<file path="src/rtl/switch_seq_pkg.sv">
// Shared types for the switch sequence driver.
// Define STATE_CHECK_EN to carry an expected FSM state with every command.
package switch_seq_pkg;

    localparam int SW_COUNT   = 5;
    localparam int SW_IDX_W   = 3;
    localparam int CMD_HOLD_W = 4;
    localparam int STATE_W    = 3;

    typedef enum logic [1:0] {
        ST_IDLE  = 2'd0,
        ST_DRIVE = 2'd1,
        ST_GAP   = 2'd2
    } seq_state_e;

    typedef struct packed {
        logic [SW_IDX_W-1:0]   sw;
        logic [CMD_HOLD_W-1:0] hold;
`ifdef STATE_CHECK_EN
        logic [STATE_W-1:0]    exp;
`endif
    } seq_cmd_t;

    function automatic logic [SW_COUNT-1:0] sw_onehot(
        input logic [SW_IDX_W-1:0] idx
    );
        return SW_COUNT'(1) << idx;
    endfunction

endpackage

</file>
<file path="src/rtl/seq_cmd_fifo.sv">
// Synchronous command FIFO with full/empty flags.
// Reset flushes the contents by clearing both pointers.
module seq_cmd_fifo
    import switch_seq_pkg::*;
#(
    parameter int DEPTH = 4,
    parameter int W     = 8
) (
    input  logic         clk_i,
    input  logic         rst_i,
    input  logic         push_i,
    input  logic [W-1:0] wdata_i,
    input  logic         pop_i,
    output logic [W-1:0] rdata_o,
    output logic         full_o,
    output logic         empty_o
);

    localparam int AW = (DEPTH > 1) ? $clog2(DEPTH) : 1;

    logic [W-1:0] mem_q [DEPTH];
    logic [AW:0]  wptr_q, wptr_d;
    logic [AW:0]  rptr_q, rptr_d;
    logic         do_push;
    logic         do_pop;

    assign do_push = push_i && !full_o;
    assign do_pop  = pop_i && !empty_o;

    // Extra pointer bit separates the full and empty cases.
    assign empty_o = (wptr_q == rptr_q);
    assign full_o  = (wptr_q[AW] != rptr_q[AW]) &&
                     (wptr_q[AW-1:0] == rptr_q[AW-1:0]);
    assign rdata_o = mem_q[rptr_q[AW-1:0]];

    always_comb begin
        wptr_d = wptr_q;
        rptr_d = rptr_q;
        if (do_push) begin
            wptr_d = wptr_q + 1'b1;
        end
        if (do_pop) begin
            rptr_d = rptr_q + 1'b1;
        end
    end

    always_ff @(posedge clk_i or posedge rst_i) begin
        if (rst_i) begin
            wptr_q <= '0;
            rptr_q <= '0;
        end else begin
            wptr_q <= wptr_d;
            rptr_q <= rptr_d;
        end
    end

    always_ff @(posedge clk_i) begin
        if (do_push) begin
            mem_q[wptr_q[AW-1:0]] <= wdata_i;
        end
    end

endmodule

</file>
<file path="src/rtl/switch_seq_driver.sv">
// Queues (switch, hold) commands and plays them as one-hot switch pulses.
// Define STATE_CHECK_EN to add the post-pulse FSM state compare.
module switch_seq_driver
    import switch_seq_pkg::*;
#(
    parameter int DEPTH   = 4,
    parameter int HOLD_W  = CMD_HOLD_W,
    parameter int GAP_CYC = 1
) (
    input  logic              KEY0,
    input  logic              KEY1,
    input  logic              cmd_valid,
    output logic              cmd_ready,
    input  logic [2:0]        cmd_sw,
    input  logic [HOLD_W-1:0] cmd_hold,
    output logic              SW0,
    output logic              SW1,
    output logic              SW2,
    output logic              SW3,
    output logic              SW4,
    output logic              busy,
    output logic              err
`ifdef STATE_CHECK_EN
    ,
    input  logic [2:0]        State_in,
    input  logic [2:0]        cmd_exp,
    output logic              chk_fail,
    output logic              chk_pass
`endif
);

    localparam int CMD_W = $bits(seq_cmd_t);
    localparam int GW    = (GAP_CYC > 1) ? $clog2(GAP_CYC) : 1;
    localparam logic [GW-1:0] GAP_LOAD =
        GW'((GAP_CYC > 0) ? GAP_CYC - 1 : 0);

    seq_state_e          state_q, state_d;
    logic [HOLD_W-1:0]   hold_q, hold_d;
    logic [GW-1:0]       gap_q, gap_d;
    logic [SW_COUNT-1:0] sw_q, sw_d;
    logic                err_q, err_d;

    seq_cmd_t            push_cmd;
    seq_cmd_t            head;
    logic [CMD_W-1:0]    head_bits;
    logic                fifo_full;
    logic                fifo_empty;
    logic                pop;
    logic                pop_ok;
    logic                expire;
    logic [HOLD_W-1:0]   hold_ld;

    always_comb begin
        push_cmd.sw   = cmd_sw;
        push_cmd.hold = cmd_hold;
`ifdef STATE_CHECK_EN
        push_cmd.exp  = cmd_exp;
`endif
    end

    seq_cmd_fifo #(
        .DEPTH (DEPTH),
        .W     (CMD_W)
    ) u_fifo (
        .clk_i   (KEY0),
        .rst_i   (KEY1),
        .push_i  (cmd_valid),
        .wdata_i (push_cmd),
        .pop_i   (pop),
        .rdata_o (head_bits),
        .full_o  (fifo_full),
        .empty_o (fifo_empty)
    );

    assign head      = seq_cmd_t'(head_bits);
    assign cmd_ready = !fifo_full;

    // Commands are only taken from the FIFO while idle.
    assign pop     = (state_q == ST_IDLE) && !fifo_empty;
    assign pop_ok  = pop && (head.sw < SW_IDX_W'(SW_COUNT));
    assign expire  = (state_q == ST_DRIVE) && (hold_q <= HOLD_W'(1));
    assign hold_ld = (head.hold == '0) ? HOLD_W'(1) : head.hold;

    always_comb begin
        state_d = state_q;
        hold_d  = hold_q;
        gap_d   = gap_q;
        sw_d    = sw_q;
        err_d   = 1'b0;
        unique case (state_q)
            ST_IDLE: begin
                if (pop_ok) begin
                    sw_d    = sw_onehot(head.sw);
                    hold_d  = hold_ld;
                    state_d = ST_DRIVE;
                end else if (pop) begin
                    err_d = 1'b1;
                end
            end
            ST_DRIVE: begin
                if (expire) begin
                    sw_d    = '0;
                    gap_d   = GAP_LOAD;
                    state_d = (GAP_CYC > 0) ? ST_GAP : ST_IDLE;
                end else begin
                    hold_d = hold_q - 1'b1;
                end
            end
            ST_GAP: begin
                if (gap_q == '0) begin
                    state_d = ST_IDLE;
                end else begin
                    gap_d = gap_q - 1'b1;
                end
            end
            default: begin
                sw_d    = '0;
                state_d = ST_IDLE;
            end
        endcase
    end

    always_ff @(posedge KEY0 or posedge KEY1) begin
        if (KEY1) begin
            state_q <= ST_IDLE;
            hold_q  <= '0;
            gap_q   <= '0;
            sw_q    <= '0;
            err_q   <= 1'b0;
        end else begin
            state_q <= state_d;
            hold_q  <= hold_d;
            gap_q   <= gap_d;
            sw_q    <= sw_d;
            err_q   <= err_d;
        end
    end

    assign SW0  = sw_q[0];
    assign SW1  = sw_q[1];
    assign SW2  = sw_q[2];
    assign SW3  = sw_q[3];
    assign SW4  = sw_q[4];
    assign err  = err_q;
    assign busy = (state_q != ST_IDLE) || !fifo_empty;

`ifdef STATE_CHECK_EN
    logic [STATE_W-1:0] exp_q, exp_d;
    logic               arm_q, arm_d;
    logic               pass_q, pass_d;
    logic               fail_q, fail_d;

    // The compare fires on the edge right after the switch drops.
    always_comb begin
        exp_d  = pop_ok ? head.exp : exp_q;
        arm_d  = expire;
        pass_d = arm_q && (State_in == exp_q);
        fail_d = fail_q || (arm_q && (State_in != exp_q));
    end

    always_ff @(posedge KEY0 or posedge KEY1) begin
        if (KEY1) begin
            exp_q  <= '0;
            arm_q  <= 1'b0;
            pass_q <= 1'b0;
            fail_q <= 1'b0;
        end else begin
            exp_q  <= exp_d;
            arm_q  <= arm_d;
            pass_q <= pass_d;
            fail_q <= fail_d;
        end
    end

    assign chk_pass = pass_q;
    assign chk_fail = fail_q;
`endif

endmodule

</file>
<file path="config.mk">
export PLATFORM = sky130hd
export DESIGN_NAME = switch_seq_driver
export DESIGN_NICKNAME = d
export VERILOG_FILES = /design/src/rtl/switch_seq_pkg.sv /design/src/rtl/seq_cmd_fifo.sv /design/src/rtl/switch_seq_driver.sv
export SDC_FILE = /design/constraint.sdc
export NUM_CORES = 1
export LEC_CHECK = 0
export CAP_MARGIN = 5
export CORE_MARGIN = 3
export CORE_UTILIZATION = 51
export CTS_BUF_LIST = sky130_fd_sc_hd__clkbuf_16
export CTS_CLUSTER_SIZE = 20
export DETAILED_ROUTE_END_ITERATION = 7
export PLACE_DENSITY_LB_ADDON = 0.08
export SETUP_SLACK_MARGIN = 0.3
export SYNTH_ARGS = -nofsm -noshare
export SYNTH_HDL_FRONTEND = slang
export SYNTH_SLANG_ARGS = --single-unit
</file>
<file path="constraint.sdc">
create_clock -name KEY0 -period 1.7 [get_ports KEY0]
set_input_delay 0.425 -clock KEY0 [delete_from_list [all_inputs] [get_ports KEY0]]
set_output_delay 0.425 -clock KEY0 [all_outputs]
set_load 0.02 [all_outputs]
</file>
==> summary.md <==
| Metric | Value |
|---|---|
| I/O pin count | 18 |
| Total die area | 4760 µm² |
| Design Area, Final | 2730 µm² |
| Violated checks | setup timing |
| Cell Pwr Density | 2140 nW/µm² |
| Max Cap Viol | 0 |
| Final ANT Viol Nets | 0 |
| Hold Crit Class | in2async |
| DR vias | about 1.3k |
| # nets final | approximately 200 |
| # rows | 22 |
| CORE AREA | roughly 3700 µm² |
| Critical Path RT | 1890 ps |
| Initial antenna violation count | 0 |
| Total wire length | 3730 µm |
| Mean Syn Cell Area | around 15 µm² |
| First DRT Iteration DRCs | 76 |
| Clock transition at the registers of the reported paths | 60 ps |
| Clock share of power | ~16% |
| Aggregate global routing overflow | 0 |
| Fmax | between 500 and 600 MHz |
| Tot Pwr | a little under 6 mW |
| First-pass GRT wire length | 5720 µm |
| Global Route Usage Sum | roughly 17% |
| Final critical-path share of the clock period | 106% |
| Die width | approximately 70 µm |
| Flops & latches, synth | between 40 and 50 |
| Cell internal pwr | roughly 3.7 mW |
| Sw Pwr | around 2.1 mW |
| Switching share of power | 35.8% |
| RSZ-0062 raised after global routing | true |
| Routed length per placed instance | around 16 µm |
| HPWL after detailed placement | 2680 µm |
| Largest net degree at the start of global routing | 19 |
| Final Core Density | ~73% |
| Syn Inst Count | 131 |
| Max-slew headroom | between 60% and 70% |
| Net count after synthesis | approximately 150 |
| Hold Vio Cnt, Final | 0 |
| Fin. max-slew vios | 0 |
| Max FO, Critical Path | 7 |
| Sequential share of the synthesized area | between 60 and 70% |
| Netlist cell types | 40 |
| Syn Std Cell Area | 2020 µm² |
| Max clock buf depth | 2 |
| Clk_lat worst skew | roughly 280 ps |
| Yosys warning count | 0 |
| DRC violations left | 0 |
| Share of cells above drive strength 1 | about two fifths |
| GPL Wtd Cong | 0.793 |
| Root Driver | clkbuf_16 |
| Vias in the first global route | 1257 |
| TritonCTS clock tree | yes |
| Clock sinks | 46 |
| Final setup margin | -99.1 ps |
| Leak | ~1.1 nW |
| Slew @ Worst Pin | between 400 and 500 ps |
| Placed Area | 2480 µm² |
| Area Overhead vs Synth | 35.1% |
| TritonRoute pass-1 iters | 4 |
| Setup Skew | roughly 5.9 ps |
| CTS buffer count | 5 |
| Register share of total power | between 30% and 40% |
| Combinational power share | approximately 54% |
| Fin crit period | between 1500 and 2000 ps |
| ANT cells | 0 |
| Initial Util | between 50% and 60% |
| Outcome | finished with violations |
| Die span in y | 69.0 µm |
| Worst EP arrival | 1980 ps |
| Count of final setup violators | 9 |
| Via density | ~5.5 |
| Port Buffer Count | 17 |
| Crit Path Category | reg2reg |
| Hold-fix buffer count after cts | 0 |
| CTS H-tree depth | 2 |
| Peak VDD IR | just under 0.0009 V |
| Critical Path Start Type | flip-flop |
| CP endpoint kind | flip-flop |
-- cells in the final DEF (no fill, tap or decap), drive strengths merged, types with 2 or more instances in the layout --
master	n
o21ai	5
a21oi	2
clkbuf	8
ha	7
and3	4
nand2	7
dfrtp	18
xnor2	7
edfxtp	28
o2bb2ai	2
nor2	10
clkdlybuf4s50	9
nor3	4
inv	10
mux4	7
buf	34
-- stage by stage --
step                      setup WS (ps)  cells  setup TNS [ps]  hold slack, ps
after floorplan                   -7.54    131           -20.2             364
after global placement             -168    219            -741             474
after detailed placement           -198    219           -1420             481
after CTS                         -81.1    230            -436             479
after global routing               -158    233           -1230             500
final                             -99.1    233            -587             467
-- repair_timing --
item                       in CTS  in global routing
pin swaps                      12                 12
buffers inserted                3                  3
resized for setup              41                 11
setup endpoints to repair      53                 51
-- critical path, cell delays in order (launching register included) --
cell and delay, ps:
dfrtp_2 420, buf_12 140, mux4_2 550, o21ai_4 220
a2bb2oi_4 120, a221oi_2 260
-- synthesized netlist by cell type, drive strengths merged --
library cell,number,area [µm²]
a211oi,1,7.51
a21boi,1,7.51
a21oi,2,10.0
a221oi,1,15.0
a22o,1,8.76
a22oi,1,7.51
a2bb2oi,1,26.3
a311o,1,10.0
a311oi,1,15.0
a31oi,1,6.26
a32oi,1,8.76
and2,1,6.26
and3,4,25.0
buf,2,16.3
dfrtp,18,450
edfxtp,28,841
ha,7,87.6
inv,8,30.0
mux4,7,176
nand2,7,26.3
nand2b,1,6.26
nand3b,1,7.51
nand4,1,6.26
nor2,10,40.0
nor2b,1,6.26
nor3,4,20.0
nor4,1,6.26
o21ai,5,36.3
o22a,1,8.76
o22ai,1,6.26
o2bb2ai,2,17.5
o311ai,1,8.76
xnor2,7,61.3
xor2,1,8.76
-- power groups by stage --
stage	logic (mW)	clock network, mW	registers [mW]
2_1_floorplan	1.61	0	1.81
3_3_place_gp	2.66	0	1.77
3_5_place_dp	2.73	0	1.78
4_1_cts	3.00	0.926	1.77
5_1_grt	3.40	0.958	1.80
6_report	3.16	0.905	1.77
-- flip-flops by register name (all words and copies together) (netlist names) --
register	cells
err	1
hold_q	4
state_q	2
sw_q	5
u_fifo.mem_q	28
u_fifo.rptr_q	3
u_fifo.wptr_q	3
-- routing by layer --
metal	GRT usage, %	share of wire (%)	wire length, µm	vias up
met3	4.21	3.7	138	8
li1	-	-	-	604
met5	0	0	0	-
met2	27.6	52	1940	23
met4	9.49	2.0	73	0
met1	21.6	42	1570	647
-- area by class of cell --
class / instances / area, µm²
Sequential cell: 46 / 1290
Inverter: 8 / 30.0
Clock inverter: 3 / 15.0
Tap cell: 48 / 60.1
Multi-Input combinational cell: 75 / 788
Timing Repair Buffer: 48 / 420
Clock buffer: 5 / 125
Fill cell: 253 / 1010
-- logic make-up after synthesis --
family,Yosys count,share of synthesized area (%)
mux,7,8.73
simple gates,31,7.43
fa+ha+maj,7,4.33
buf+inv,10,2.29
compound gates,22,9.90
flops,46,63.9
xor+xnor,8,3.47
-- path summary, 6_finish.rpt --
check,to,start,depth (start not counted),slack (ps)
max,hold_q[2]$_DFFE_PP0P_,u_fifo.rptr_q[0]$_DFFE_PP0P_,5,-100
min,err$_DFF_PP0_,KEY1,3,470
max reg2reg,hold_q[2]$_DFFE_PP0P_,u_fifo.rptr_q[0]$_DFFE_PP0P_,5,-100
min reg2reg,sw_q[1]$_DFFE_PP0P_,sw_q[1]$_DFFE_PP0P_,1,490
max in group asynchronous,u_fifo.rptr_q[0]$_DFFE_PP0P_,KEY1,3,1020
min in group KEY0,sw_q[1]$_DFFE_PP0P_,sw_q[1]$_DFFE_PP0P_,1,490
No activity file was read; power rests on OpenSTA's default activity.
